## config.mk

```make
export PLATFORM = sky130hd
export DESIGN_NAME = stack_unit
export DESIGN_NICKNAME = d
export VERILOG_FILES = /design/src/rtl/stack_pkg.sv /design/src/rtl/sp_reg.sv /design/src/rtl/stack_unit.sv
export SDC_FILE = /design/constraint.sdc
export NUM_CORES = 1
export LEC_CHECK = 0
export CAP_MARGIN = 15
export CORE_MARGIN = 2
export CORE_UTILIZATION = 45
export CTS_CLUSTER_SIZE = 10
export DETAILED_ROUTE_END_ITERATION = 8
export HOLD_SLACK_MARGIN = 0.08
export PLACE_DENSITY = 0.86
export SETUP_SLACK_MARGIN = 0.1
export SLEW_MARGIN = 10
export SYNTH_ARGS = -nofsm -noshare
export SYNTH_HDL_FRONTEND = slang
export SYNTH_SLANG_ARGS = --single-unit
export TNS_END_PERCENT = 100
```

## constraint.sdc

```tcl
create_clock -name clk -period 8.8 [get_ports clk]
set_input_delay 1.76 -clock clk [delete_from_list [all_inputs] [get_ports clk]]
set_output_delay 1.76 -clock clk [all_outputs]
set_load 0.02 [all_outputs]
```

## src/rtl/stack_pkg.sv

```systemverilog
// Shared codes and state type for the call/interrupt stack unit.
package stack_pkg;

    localparam logic [19:0] SP_TOP_DEFAULT = 20'hFFFFF;

    localparam logic [1:0] OP_NONE = 2'b00;
    localparam logic [1:0] OP_PUSH = 2'b01;
    localparam logic [1:0] OP_POP  = 2'b11;

    localparam logic [1:0] PH_NONE   = 2'b00;
    localparam logic [1:0] PH_FIRST  = 2'b11;
    localparam logic [1:0] PH_SECOND = 2'b01;

    typedef enum logic [1:0] {
        IDLE  = 2'd0,
        CALL2 = 2'd1,
        INT2  = 2'd2,
        RET2  = 2'd3
    } seq_state_t;

endpackage

```

## src/rtl/sp_reg.sv

```systemverilog
// 20-bit stack pointer; stack grows downward from SP_TOP, wraps mod 2^20.
module sp_reg
    import stack_pkg::*;
#(
    parameter logic [19:0] SP_TOP = SP_TOP_DEFAULT
) (
    input  logic        clk,
    input  logic        rst,
    input  logic        push,
    input  logic        pop,
    output logic [19:0] sp,
    output logic [19:0] sp_inc,
    output logic        overflow,
    output logic        underflow
);

    assign sp_inc    = sp + 20'd1;
    assign overflow  = (sp == 20'd0);
    assign underflow = (sp == SP_TOP);

    always_ff @(posedge clk or posedge rst) begin
        if (rst) begin
            sp <= SP_TOP;
        end else if (push && !overflow) begin
            sp <= sp - 20'd1;
        end else if (pop && !underflow) begin
            sp <= sp_inc;
        end
    end

endmodule

```

## src/rtl/stack_unit.sv

```systemverilog
// Stack access unit: plain PUSH/POP plus two-cycle CALL/INT/RET(RTI) sequences.
// state | meaning: IDLE idle/plain ops | CALL2 wait CALL hi-half | INT2 wait INT hi-half | RET2 wait RET low-half
module stack_unit
    import stack_pkg::*;
#(
    parameter logic [19:0] SP_TOP = SP_TOP_DEFAULT
) (
    input  logic        clk,
    input  logic        rst,
    input  logic [1:0]  enablePushOrPop,
    input  logic [1:0]  firstTimeCall,
    input  logic [1:0]  firstTimeRET,
    input  logic [1:0]  firstTimeINT,
    input  logic        isRTI,
    input  logic [31:0] pcIn,
    input  logic [15:0] dataIn,
    input  logic [2:0]  ccrIn,
    input  logic [15:0] memRdata,
    output logic [19:0] memAddr,
    output logic        memWrite,
    output logic        memRead,
    output logic [15:0] memWdata,
    output logic [15:0] popData,
    output logic [31:0] pcOut,
    output logic        pcLoad,
    output logic [2:0]  ccrOut,
    output logic        ccrLoad,
    output logic        stackErr,
    output logic        protoErr
);

    seq_state_t  state, state_next;
    logic [31:0] ret_addr;
    logic [15:0] hi_half;
    logic [2:0]  frozen_ccr;
    logic        rti;

    logic [19:0] sp, sp_inc;
    logic        overflow, underflow;
    logic        push_req, pop_req, do_push, do_pop;
    logic        is_push, is_pop, proto_err, stack_fault;
    logic        latch_call, latch_int, latch_ret, finish_ret, plain_pop;
    logic [31:0] pc_plus1;
    logic [15:0] wdata;

    assign pc_plus1 = pcIn + 32'd1;
    assign is_push  = (enablePushOrPop == OP_PUSH);
    assign is_pop   = (enablePushOrPop == OP_POP);

    sp_reg #(.SP_TOP(SP_TOP)) u_sp (
        .clk       (clk),
        .rst       (rst),
        .push      (do_push),
        .pop       (do_pop),
        .sp        (sp),
        .sp_inc    (sp_inc),
        .overflow  (overflow),
        .underflow (underflow)
    );

    always_comb begin
        state_next = state;
        push_req   = 1'b0;
        pop_req    = 1'b0;
        wdata      = dataIn;
        proto_err  = 1'b0;
        latch_call = 1'b0;
        latch_int  = 1'b0;
        latch_ret  = 1'b0;
        finish_ret = 1'b0;
        plain_pop  = 1'b0;
        // Phase priority INT > CALL > RET; anything not exactly legal is a protocol error.
        if (firstTimeINT != PH_NONE) begin
            if (firstTimeINT == PH_FIRST && state == IDLE && is_push) begin
                push_req   = 1'b1;
                wdata      = pcIn[15:0];
                latch_int  = 1'b1;
                state_next = INT2;
            end else if (firstTimeINT == PH_SECOND && state == INT2 && is_push) begin
                push_req   = 1'b1;
                wdata      = ret_addr[31:16];
                state_next = IDLE;
            end else begin
                proto_err = 1'b1;
            end
        end else if (firstTimeCall != PH_NONE) begin
            if (firstTimeCall == PH_FIRST && state == IDLE && is_push) begin
                push_req   = 1'b1;
                wdata      = pc_plus1[15:0];
                latch_call = 1'b1;
                state_next = CALL2;
            end else if (firstTimeCall == PH_SECOND && state == CALL2 && is_push) begin
                push_req   = 1'b1;
                wdata      = ret_addr[31:16];
                state_next = IDLE;
            end else begin
                proto_err = 1'b1;
            end
        end else if (firstTimeRET != PH_NONE) begin
            if (firstTimeRET == PH_FIRST && state == IDLE && is_pop) begin
                pop_req    = 1'b1;
                latch_ret  = 1'b1;
                state_next = RET2;
            end else if (firstTimeRET == PH_SECOND && state == RET2 && is_pop) begin
                pop_req    = 1'b1;
                finish_ret = 1'b1;
                state_next = IDLE;
            end else begin
                proto_err = 1'b1;
            end
        end else if (state == IDLE) begin
            push_req  = is_push;
            pop_req   = is_pop;
            plain_pop = is_pop;
        end
        stack_fault = (push_req && overflow) || (pop_req && underflow);
        if (stack_fault) begin
            state_next = IDLE;
        end
    end

    assign do_push  = push_req && !overflow;
    assign do_pop   = pop_req && !underflow;
    assign memWrite = do_push;
    assign memRead  = do_pop;
    assign memAddr  = do_pop ? sp_inc : sp;
    assign memWdata = wdata;

    always_ff @(posedge clk or posedge rst) begin
        if (rst) begin
            state      <= IDLE;
            ret_addr   <= 32'd0;
            hi_half    <= 16'd0;
            frozen_ccr <= 3'd0;
            rti        <= 1'b0;
            pcOut      <= 32'd0;
            pcLoad     <= 1'b0;
            ccrOut     <= 3'd0;
            ccrLoad    <= 1'b0;
            stackErr   <= 1'b0;
            protoErr   <= 1'b0;
            popData    <= 16'd0;
        end else begin
            state    <= state_next;
            pcLoad   <= 1'b0;
            ccrLoad  <= 1'b0;
            protoErr <= proto_err;
            stackErr <= stackErr | stack_fault;
            if (latch_call && do_push) begin
                ret_addr <= pc_plus1;
            end
            if (latch_int && do_push) begin
                ret_addr   <= pcIn;
                frozen_ccr <= ccrIn;
            end
            if (latch_ret && do_pop) begin
                hi_half <= memRdata;
                rti     <= isRTI;
            end
            if (finish_ret && do_pop) begin
                pcOut  <= {hi_half, memRdata};
                pcLoad <= 1'b1;
                if (rti) begin
                    ccrOut  <= frozen_ccr;
                    ccrLoad <= 1'b1;
                end
            end
            if (plain_pop && do_pop) begin
                popData <= memRdata;
            end
        end
    end

endmodule

```

==> impl_results.md <==
- Status: complete, no violations
- DP Wirelength: 13.1 mm
- Clock Latency Late Sink: 420 ps
- Most numerous cell on the critical path: clkdlybuf4s50_1
- Lkg Pwr: 3.84 nW
- DRT Wirelength: 18.2 mm
- Period minus WS final: 6550 ps
- DRC marker count from the first detailed-route iteration: 562
- Fin. max-slew vios: 0
- Initial cell density of the core: 0.459
- CP max stage cell: clkdlybuf4s50_1
- Synth area leaders: dfrtp_1, mux2_2, dfstp_2, xnor2_1, xor2_1
- Final Instance Area: 9050 um2
- CTS H-tree depth: 4
- Worst Path Required: 7040 ps
- Primary FF master, synth: dfrtp_1
- Width of the chip: 126 um
- Die Height: 126 um
- YS warnings: 0
- Cell accounting for the most synthesized area: dfrtp_1
- Post-Syn Area: 6670 um2
- Pre-Repair DR Iteration Count: 5
- Maximum VDD drop: 0.162 mV
- Std-Cell Rows: 44
- Total power per unit cell area: 220 nW/um2
- Syn avg cell area: 10.2 um2
- Share of layout cells above drive strength 1: 0.179
- Area growth from synthesis to layout: 35.6%
- Final setup violation count: 0
- Total of max-cap violations: 0
- CP cell instances: clkdlybuf4s50_1 -> nor4_2 -> nand2_1 -> a211o_1 -> inv_4 -> and3_1 -> xor2_1 -> clkdlybuf4s50_1
- Post-Route M1 WL: 7.54 mm
- I/O Pins: 171
- Grt total ovfl: 0
- Startpoint Class: primary input
- IO Port Bufs: 170
- Most common cell in the netlist: dfrtp_1
- Leading cell types by count after synthesis: dfrtp_1, mux2_2, nand2_1
- Gpl congestion: 0.923
- Min-Delay Path Class: reg2reg
- Vias in the first global route: 5664
- Syn nets: 736
- Max FFs per register: 32
- Register area share after synthesis: 0.428
- Core area: 14500 um2
- Worst relative slew slack: 0.396
- Highest metal layer with signal wires: met4
- RR Startpoint: u_sp.sp[1]
- Hold Path Origin: hi_half[5]
- Vias per cell: 5.74
- CTS buffer count: 17
- FFs w/ async S/R, synth: 1.00
- RSZ-0062 raised after global routing: no
- Cell Area, Placed: 8440 um2
- Synth Instances: 654
- Clk pin slew, worst setup/hold paths: 60 ps
- Clk_skew: 12.9 ps
- Period utilization: 0.745
- Hold Fails Final Rpt: 0
- Pin count of the biggest net entering global routing: 75
- WS Path Type: in2out
- Inserted Diodes: 0
- Full die area: 15800 um2
- Post-CTS Setup Bufs: 0
- Worst path max stage delay: 630 ps
- DR vias: 5766
- Initial antenna violation count: 1
- Number of synthesized flops with an enable pin: 0
- Crit path from: firstTimeCall[0]
- Tot Pwr: 1.99 mW
- Clock Sinks: 113
- Peak Freq: 0.153 GHz
- Crit-path max FO: 17
- Root Buffer: clkbuf_16
- Post-CTS Resized: 0
- # DRC: 0
- Number of synthesized register bits: 113
- Met3 wire length: 1.62 mm
- Post-DRT Antenna Nets: 0
- Clk buf depth: 2
- Top-area cell type share of the netlist area: 0.349
- # hold bufs at CTS: 0
- TritonCTS clock tree: yes
- CP Capture Type: output pin
- First-pass GRT wire length: 29.1 mm
- Netlist cell types: 64
- Routed WL per cell: 18.1 um
- Final nets: 890
- DR WL met2: 8.74 mm
- Critical path arrival: 4790 ps
- Worst slew pin tran: 907 ps
- GRT Util Overall: 0.231
- Worst hold margin: 498 ps
- Setup_tns: 0 ps
[logic make-up after synthesis]
| family | after synthesis | synth area share |
|---|---|---|
| buf+inv | 51 | 0.0379 |
| mux | 96 | 0.158 |
| fa+ha+maj | 4 | 0.00750 |
| simple gates | 221 | 0.178 |
| xor+xnor | 65 | 0.0853 |
| flops | 113 | 0.428 |
| compound gates | 104 | 0.105 |
[critical path: cells and delay by family]
family                 cells  cell delay (ps)
AND/OR/NAND/NOR            3              950
XOR/XNOR                   1              180
buffers and inverters      3             1430
AO/OA/AOI/OAI              1              470
[stage by stage]
| step | util | cells | setup slack, ps |
|---|---|---|---|
| 2_1_floorplan | - | 654 | 3390 |
| 3_5_place_dp | 0.580 | 973 | 2290 |
| 6_report | 0.622 | 1005 | 2250 |
| 5_1_grt | 0.622 | 1005 | 2120 |
| 3_3_place_gp | 0.580 | 973 | 2360 |
| 4_1_cts | 0.622 | 1005 | 2270 |
[power breakdown]
group,total [mW],switching (mW),internal [mW]
registers,0.776,0.140,0.636
clock network,0.708,0.259,0.449
logic,0.511,0.261,0.250
[routing by layer]
layer,vias to the layer above,global-route usage
met5,-,0
met4,0,0.0679
met3,22,0.0811
met2,247,0.381
met1,2803,0.289
li1,2694,-
[cell usage in the layout, fill, tap and decap left out, types with 4 or more instances in the layout]
master,n
a31oi_1,5
o21ai_0,31
and4_1,5
mux2i_1,23
inv_1,10
o221ai_1,12
dfrtp_1,93
xnor2_1,35
a22oi_1,4
clkbuf_16,17
clkinv_4,5
dfstp_2,20
nand3_1,31
a21oi_1,18
nand4_1,21
nor2_1,40
clkdlybuf4s50_1,170
mux2_2,72
nand2_1,56
ha_1,4
xor2_1,30
and2_1,6
and3_1,15
nor3_1,12
o22ai_1,4
a222oi_1,4
[layout make-up]
| class | instances | area [um2] |
|---|---|---|
| tap | 184 | 230 |
| clock buffer | 18 | 429 |
| inverter | 13 | 53.8 |
| multi-input combinational | 490 | 3580 |
| timing repair buffer | 173 | 1720 |
| fill | 1191 | 5490 |
| sequential | 113 | 2850 |
| clock inverter | 14 | 180 |
[worst paths after layout]
kind | end | slack (ps) | cells past startpoint
worst max-delay path | memAddr[8] | 2250 | 8
worst min register to register | hi_half[5] | 500 | 1
min in group asynchronous | frozen_ccr[1] | 1730 | 2
max in group asynchronous | pcOut[27] | 5760 | 3
worst min-delay path | hi_half[5] | 500 | 1
worst max register to register | ccrOut[1] | 5680 | 8
Power figures use the tool's default switching activity.
